==> config.mk <==
export PLATFORM = sky130hd
export DESIGN_NAME = arit_div
export DESIGN_NICKNAME = d
export VERILOG_FILES = /design/src/rtl/arit_div_pkg.sv /design/src/rtl/arit_div_step.sv /design/src/rtl/arit_div.sv
export SDC_FILE = /design/constraint.sdc
export NUM_CORES = 1
export LEC_CHECK = 0
export CAP_MARGIN = 30
export CORE_MARGIN = 2
export CORE_UTILIZATION = 50
export DETAILED_ROUTE_END_ITERATION = 8
export PLACE_DENSITY = 0.74
export SLEW_MARGIN = 20
export SYNTH_ARGS = -nofsm -noshare
export SYNTH_HDL_FRONTEND = slang
export SYNTH_SLANG_ARGS = --single-unit
==> constraint.sdc <==
create_clock -name clk -period 4.7 [get_ports clk]
set_input_delay 0.705 -clock clk [delete_from_list [all_inputs] [get_ports clk]]
set_output_delay 0.705 -clock clk [all_outputs]
set_load 0.05 [all_outputs]
==> src/rtl/arit_div_pkg.sv <==
// arit_div_pkg: shared word width and FSM state encoding for the divider
package arit_div_pkg;
   localparam int DIV_WORD = 16;
   typedef enum logic [1:0] {IDLE, CALC, FIX, FIN} state_t;
endpackage

==> src/rtl/arit_div_step.sv <==
// arit_div_step: one restoring-division step, trial subtract as r + ~dvs + 1
//   r     : partial remainder before the step
//   d_bit : next dividend bit shifted in
//   dvs   : divisor (magnitude)
//   r_nx  : partial remainder after the step
//   q_bit : quotient bit (1 = trial subtract did not borrow)
module arit_div_step #(
   parameter int SIZE = 16
) (
   input  logic [SIZE-1:0] r,
   input  logic            d_bit,
   input  logic [SIZE-1:0] dvs,
   output logic [SIZE-1:0] r_nx,
   output logic            q_bit
);
   logic [SIZE:0]   sh;
   logic [SIZE+1:0] diff;
   logic            unused_msb;
   assign sh = {r, d_bit};
   // carry out of the extended sum is the "no borrow" indication
   assign diff = {1'b0, sh} + {1'b0, ~{1'b0, dvs}} + (SIZE+2)'(1);
   assign q_bit = diff[SIZE+1];
   // a kept difference is below dvs, so it always fits SIZE bits
   assign r_nx = q_bit ? diff[SIZE-1:0] : sh[SIZE-1:0];
   assign unused_msb = diff[SIZE];
endmodule

==> src/rtl/arit_div.sv <==
// arit_div: multi-cycle restoring divider, one quotient bit per clock
//   clk   : clock           rst_n : synchronous active-low reset
//   start : request (IDLE only)   dvd/dvs : dividend/divisor
//   bw    : 1 = byte op on low SIZE/2 bits, 0 = word op
//   sgn   : signed request, honoured only when ARIT_DIV_SIGNED_EN is defined
//   busy  : op in flight (through the done cycle)   done : result pulse
//   quo/rem : quotient/remainder, held until the next result
//   div0  : last op divided by zero
module arit_div
   import arit_div_pkg::*;
#(
   parameter int SIZE = DIV_WORD
) (
   input  logic            clk,
   input  logic            rst_n,
   input  logic            start,
   input  logic [SIZE-1:0] dvd,
   input  logic [SIZE-1:0] dvs,
   input  logic            bw,
   input  logic            sgn,
   output logic            busy,
   output logic            done,
   output logic [SIZE-1:0] quo,
   output logic [SIZE-1:0] rem,
   output logic            div0
);
   localparam int HALF = SIZE / 2;
   localparam int CW = $clog2(SIZE) + 1;
   state_t          state, state_nx;
   logic [SIZE-1:0] d_q, r_q, dvs_q, r_nx, quo_q, rem_q;
   logic [SIZE-1:0] mask, mask_q, dvd_m, dvs_m, dvd_a, dvs_a;
   logic [CW-1:0]   cnt;
   logic            bw_q, sgn_q, neg_q, neg_r, div0_q;
   logic            sgn_op, dvd_s, dvs_s, zero_dvs, accept, last, qbit;
`ifdef ARIT_DIV_SIGNED_EN
   assign sgn_op = sgn;
`else
   logic unused_sgn;
   assign unused_sgn = sgn;
   assign sgn_op = 1'b0;
`endif
   assign mask = {{(SIZE-HALF){~bw}}, {HALF{1'b1}}};
   assign mask_q = {{(SIZE-HALF){~bw_q}}, {HALF{1'b1}}};
   assign dvd_m = dvd & mask;
   assign dvs_m = dvs & mask;
   assign dvd_s = bw ? dvd[HALF-1] : dvd[SIZE-1];
   assign dvs_s = bw ? dvs[HALF-1] : dvs[SIZE-1];
   // magnitudes within the active width; the most-negative value maps to itself
   assign dvd_a = (sgn_op && dvd_s) ? ((-dvd_m) & mask) : dvd_m;
   assign dvs_a = (sgn_op && dvs_s) ? ((-dvs_m) & mask) : dvs_m;
   assign zero_dvs = dvs_m == '0;
   assign accept = (state == IDLE) && start;
   assign last = cnt == CW'(1);
   assign quo = quo_q;
   assign rem = rem_q;
   assign div0 = div0_q;
   arit_div_step #(.SIZE(SIZE)) u_step (
      .r     (r_q),
      .d_bit (d_q[SIZE-1]),
      .dvs   (dvs_q),
      .r_nx  (r_nx),
      .q_bit (qbit)
   );
   always_ff @(posedge clk) begin
      if (!rst_n) state <= IDLE;
      else state <= state_nx;
   end
   always_comb begin
      state_nx = state;
      unique case (state)
         IDLE:    state_nx = start ? (zero_dvs ? FIN : CALC) : IDLE;
         CALC:    state_nx = last ? (sgn_q ? FIX : FIN) : CALC;
         FIX:     state_nx = FIN;
         default: state_nx = IDLE;
      endcase
      busy = state != IDLE;
      done = state == FIN;
   end
   always_ff @(posedge clk) begin
      if (!rst_n) begin
         d_q    <= '0;
         r_q    <= '0;
         dvs_q  <= '0;
         cnt    <= '0;
         bw_q   <= 1'b0;
         sgn_q  <= 1'b0;
         neg_q  <= 1'b0;
         neg_r  <= 1'b0;
         quo_q  <= '0;
         rem_q  <= '0;
         div0_q <= 1'b0;
      end else begin
         if (accept) begin
            // byte operands sit in the top half so the msb feeds the step in both modes
            d_q    <= bw ? {dvd_a[HALF-1:0], {HALF{1'b0}}} : dvd_a;
            r_q    <= '0;
            dvs_q  <= dvs_a;
            cnt    <= bw ? CW'(HALF) : CW'(SIZE);
            bw_q   <= bw;
            sgn_q  <= sgn_op && !zero_dvs;
            neg_q  <= sgn_op && (dvd_s ^ dvs_s);
            neg_r  <= sgn_op && dvd_s;
            div0_q <= zero_dvs;
            if (zero_dvs) begin
               quo_q <= mask;
               rem_q <= dvd_m;
            end
         end
         if (state == CALC) begin
            d_q <= {d_q[SIZE-2:0], qbit};
            r_q <= r_nx;
            cnt <= cnt - CW'(1);
            if (last && !sgn_q) begin
               quo_q <= {d_q[SIZE-2:0], qbit};
               rem_q <= r_nx;
            end
         end
         if (state == FIX) begin
            quo_q <= (neg_q ? -d_q : d_q) & mask_q;
            rem_q <= (neg_r ? -r_q : r_q) & mask_q;
         end
      end
   end
endmodule

==> results.yml, run 1 <==
run_status:
  status: "complete, no violations"
placed_design:
  place_ws_ps: 1340
  dp_hpwl_um: 10400
  numPortBuffers: 70
  gp_congestion: 0.886
  placed_area_um2: 5890
clocking:
  cts_tree: "built"
  post_cts_buffers: 0
  clkTransAtPathRegs_ps: 100
  cts_root_buf: "clkbuf_8"
  cts_resized: 0
  h-tree-depth: 3
  clk_latency_ps: 370
  hold_buffers: 0
  clock-sinks: 89
  clockBufferDepth: 2
  numCtsBuffers: 9
die:
  dieArea_um2: 11100
  rows: 36
  start_util: 0.520
  dieHeight_um: 105
  die_w_um: 105
  coreArea_um2: 9860
  num_io_pins: 72
timing:
  final.setup.tns_ps: 0
  whs_ps: 453
  slew_viol_final: 0
  period_minus_slack_ps: 3020
  timing_hold_violations_final: 0
  timing.final.ws_setup_ps: 1680
  min_period_over_period: 0.642
  slew_headroom: 0.457
  skew_ps: 12.8
  setup_viol: 0
  tightest_slew_ps: 814
  max_freq_ghz: 0.331
  rsz0062_at_grt: "false"
global_routing:
  grt_max_degree: 48
  grt_util_met1: 0.367
  grt_antenna_before_repair: 0
  use_met3: 0.0414
  grt_use_total: 0.265
  grt_pass1_vias: 4816
  busiest_layer: "met2"
  grt_util_met2: 0.421
  grt_overflow: 0
  grt_pass1_wl_um: 23900
synthesis:
  synth_largest_area_cell: "dfxtp_1"
  yosys_warnings: 0
  synth-main-ff-cell: "dfxtp_1"
  async_flop_share: 0
  syn-mean-instance-area_um2: 7.67
  netlist_area_um2: 5130
  ys_seq_elements: 89
  synth.top_cell.area_share: 0.347
  syn_nets: 729
  synth_area_leaders: "dfxtp_1 (35%), nand2_1 (6.9%), a21oi_1 (5.9%), ha_1 (5.4%), nor2_1 (3.9%)"
  synth_cells: 669
  ys_types: 59
  ys_seq_area_frac: 0.347
  synth_edf_count: 0
finish:
  area_delta_synth_final_pct: 19.2
  seqCellArea_um2: 1780
  final_common_cell: "nand2_1"
  fin_area_um2: 6120
  fillers: 889
  nets: 777
  final_cell_mix: "nand2_1 (94), dfxtp_1 (89), clkdlybuf4s50_1 (70)"
  drive_gt1_frac: 0.0609
  n_antenna_cell: 0
  multiInputGateArea_um2: 3050
route:
  routed_wirelength_um: 14700
  drc: 0
  via_per_inst: 6.04
  drtIter0Drc: 478
  vias: 5168
  wl_per_cell_um: 17.1
  postRouteAntennaNets: 0
  drt-pass1-iter-count: 5
setup_path:
  cp.arrival_ps: 3330
  worst_r2r_endpoint: "rem[12]"
  cp-start-kind: "input pin"
  critPathKind: "input pin to flop"
  worst-path-max-fanout: 21
  crit_path_start: "dvs[2]"
  r2r_start: "d_q[15]"
  cp_data_required_time_ps: 5020
  reg2reg_depth: 11
  rrSetupSlack_ps: 1890
  critPathCaptureType: "flop"
pwr:
  power_w: 0.00347
  p_per_area_nw_per_um2: 568
  p_leak_nw: 2.35
  ir_worst_vdd_v: 0.000481
min_path:
  min_to: "dvs_q[9]"
  hold_start: "dvs_q[9]"
  whs_path_depth: 2
  hp-class: "flop to flop"
job:
  maxCapViolCount: 0
## flip-flops by register name (all words and copies together) (netlist names)
signal / flops
state: 2
d_q: 16
div0: 1
dvs_q: 16
bw_q: 1
rem: 16
quo: 16
cnt: 5
r_q: 16
## logic make-up after synthesis
kind of cell             share of synthesized area
flip-flops                                   0.347
buffers and inverters                       0.0588
XOR/XNOR                                    0.0222
AND/OR/NAND/NOR                              0.245
AO/OA/AOI/OAI                                0.230
adder cells (fa/ha/maj)                     0.0575
multiplexers                                0.0392
## Yosys cell counts (8+ instances only)
master    count
a211oi_1     22
nor2b_1       9
nor3_1       27
a21oi_1      61
inv_1        27
nand3b_1     17
ha_1         22
clkbuf_1     33
nor2_1       54
and2_1       10
xnor2_1       9
mux2i_1      19
nand2_1      94
nand3_1      36
a32oi_1      17
o21ai_0      34
a21o_1        8
dfxtp_1      89
o31ai_1       9
## how the worst max path moves through the flow
stage               slack [ps]       to
floorplan                 2320  rem[12]
global placement          1340   rem[7]
detailed placement        1340  quo[12]
CTS                       1710  quo[12]
global route              1480  quo[15]
finish                    1680  quo[14]
## worst max-delay path, cell delays in order
cell	delay [ps]
clkdlybuf4s50_1	430
nor4_1	390
nand3_1	200
or2_2	560
nor2_1	540
a211oi_1	110
o31ai_1	240
and2_1	140
## metal layers
metal | up-vias | part of all wire
li1 | 2482 | -
met2 | 255 | 0.46
met5 | - | 0
met1 | 2402 | 0.44
met4 | 0 | 0.018
met3 | 29 | 0.075
## cell type report
type | instances | area share
Multi-Input combinational cell | 506 | 0.498
Sequential cell | 89 | 0.291
Timing Repair Buffer | 82 | 0.131
Tap cell | 133 | 0.0272
Clock buffer | 9 | 0.0202
Inverter | 29 | 0.0178
Clock inverter | 7 | 0.0141
## metrics by stage
| step | util | instances |
|---|---|---|
| 2_1_floorplan | - | 669 |
| 6_report | 0.620 | 855 |
| 5_1_grt | 0.620 | 855 |
| 3_3_place_gp | 0.596 | 837 |
| 3_5_place_dp | 0.597 | 838 |
| 4_1_cts | 0.619 | 854 |
## power by group
group          internal (W)  leakage (nW)  total [W]  switching (W)
registers          0.000842         0.724   0.000953       0.000111
clock network      0.000257         0.104   0.000570       0.000313
logic              0.000730          1.53    0.00195        0.00122
Power figures use the tool's default switching activity.
==> run 2: changes to the inputs <==
==> constraint.sdc (replaced) <==
create_clock -name clk -period 3 [get_ports clk]
set_input_delay 0.45 -clock clk [delete_from_list [all_inputs] [get_ports clk]]
set_output_delay 0.45 -clock clk [all_outputs]
set_load 0.05 [all_outputs]
==> run 2 against run 1 <==
  * Sequential power is 51% higher
  * Clock power increased by 95%
  * Highest routed layer unchanged
  * Global-route usage is 0.13 points higher
  * Critical path depth grew 2
  * Largest power group unchanged
  * Register-to-register slack lost 1700 ps
  * Utilization grew 1.2 points
==> results.yml, run 2 (same netlist as run 1, synthesis figures left out) <==
clocking:
  clock-sinks: 89
  post_cts_buffers: 0
  cts_tree: "built"
  cts_root_buf: "clkbuf_8"
  cts_resized: 0
  clkTransAtPathRegs_ps: 90
  clockBufferDepth: 2
  hold_buffers: 0
  numCtsBuffers: 9
  clk_latency_ps: 370
  h-tree-depth: 3
min_path:
  hp-class: "flop to flop"
  hold_start: "dvs_q[12]"
placed_design:
  place_ws_ps: 161
  gp_congestion: 0.911
  dp_hpwl_um: 10500
  numPortBuffers: 70
job:
  maxCapViolCount: 0
timing:
  slew_viol_final: 0
  final.setup.tns_ps: 0
  slew_headroom: 0.484
  min_period_over_period: 0.935
  timing_hold_violations_final: 0
  rsz0062_at_grt: "false"
  whs_ps: 460
  period_minus_slack_ps: 2810
  timing.final.ws_setup_ps: 194
  skew_ps: 8.44
  setup_viol: 0
  max_freq_ghz: 0.356
  tightest_slew_ps: 774
setup_path:
  worstSetupPathDepth: 10
  rrSetupSlack_ps: 190
  reg2reg_depth: 10
  cp_data_required_time_ps: 3310
  crit_path_start: "dvs_q[1]"
  cp.arrival_ps: 3120
  critPathTopFamily: "compound AO/OA/AOI/OAI gates"
  crit_chain: "inv_1, ha_1, nor2b_1, o2111ai_1, a21boi_2, o21ai_2, a22oi_1, buf_4, mux2i_1, a22o_1"
  path_buf_inv: 2
  cp_slowest_cell: "a22oi_1"
  critPathCaptureType: "flop"
  worst_r2r_endpoint: "r_q[0]"
  worst-path-max-fanout: 13
  crit_end: "r_q[0]"
  cp-start-kind: "flop"
  critPathKind: "flop to flop"
  cpPeakStageDelay_ps: 610
  r2r_start: "dvs_q[1]"
route:
  vias: 5147
  drt-pass1-iter-count: 5
  postRouteAntennaNets: 0
  via_per_inst: 5.98
  drtIter0Drc: 431
  drc: 0
  routed_wirelength_um: 14600
  wl_per_cell_um: 16.9
global_routing:
  grt_pass1_wl_um: 23900
  grt_pass1_vias: 4842
  grt_overflow: 0
  grt_use_total: 0.267
  grt_max_degree: 47
  grt_antenna_before_repair: 0
finish:
  area_delta_synth_final_pct: 21.4
  final_util: 0.632
  drive_gt1_frac: 0.0673
  n_antenna_cell: 0
  final_common_cell: "nand2_1"
  nets: 783
  final_cell_mix: "nand2_1 (94), dfxtp_1 (89), clkdlybuf4s50_1 (70)"
die:
  dieArea_um2: 11100
  coreArea_um2: 9860
  die_w_um: 105
  rows: 36
  start_util: 0.520
  num_io_pins: 72
  dieHeight_um: 105
pwr:
  p_leak_nw: 2.42
  power_w: 0.00499
  ir_worst_vdd_v: 0.000576
  p_per_area_nw_per_um2: 801
run_status:
  status: "complete, no violations"
==> run 2: cell types whose count changed in the layout (fill, tap and decap cells not counted), moves of 2 or more <==
cell and change:
clkinv_4 -2, buf_4 +6, inv_8 -2, bufinv_16 +3, buf_12 +2
==> run 2: power by group <==
part           internal, W  total (W)  switching, W
Combinational     0.000937    0.00245       0.00151
Sequential         0.00130    0.00144      0.000142
Clock             0.000644    0.00111      0.000462
==> run 2: tightest hold or removal path: cells and delay by family, from the launching register on <==
kind | cells | cell delay, ps
AOI/OAI and AO/OA | 1 | 50
DFF | 1 | 320
and+or+nand+nor | 1 | 50
==> run 2: area by class of cell <==
| cell class | count | area (um2) |
|---|---|---|
| Clock buffer | 10 | 128 |
| Sequential cell | 89 | 1780 |
| Timing Repair Buffer | 88 | 861 |
| Fill cell | 846 | 3630 |
| Inverter | 29 | 109 |
| Tap cell | 133 | 166 |
| Clock inverter | 6 | 138 |
| Multi-Input combinational cell | 506 | 3050 |
==> run 2: worst min-delay path by stage <==
stage | end | cells past startpoint
after global routing | dvs_q[14] | 2
after global placement | dvs_q[8] | 2
after floorplan | dvs_q[10] | 2
after detailed placement | dvs_q[9] | 2
after CTS | dvs_q[9] | 2
final | dvs_q[12] | 2
==> run 2: per-layer routing <==
| layer | vias to the layer above | track usage | wire length (um) |
|---|---|---|---|
| met2 | 235 | 0.412 | 6610 |
| met3 | 34 | 0.0377 | 983 |
| met5 | - | 0 | 0 |
| li1 | 2502 | - | - |
| met1 | 2376 | 0.373 | 6620 |
| met4 | 0 | 0.110 | 367 |
==> run 2: stage by stage <==
stage / std cells / instance area [um2]
floorplan: 669 / 5130
global placement: 845 / 5970
detailed placement: 845 / 5970
CTS: 861 / 6230
global route: 861 / 6230
finish: 861 / 6230
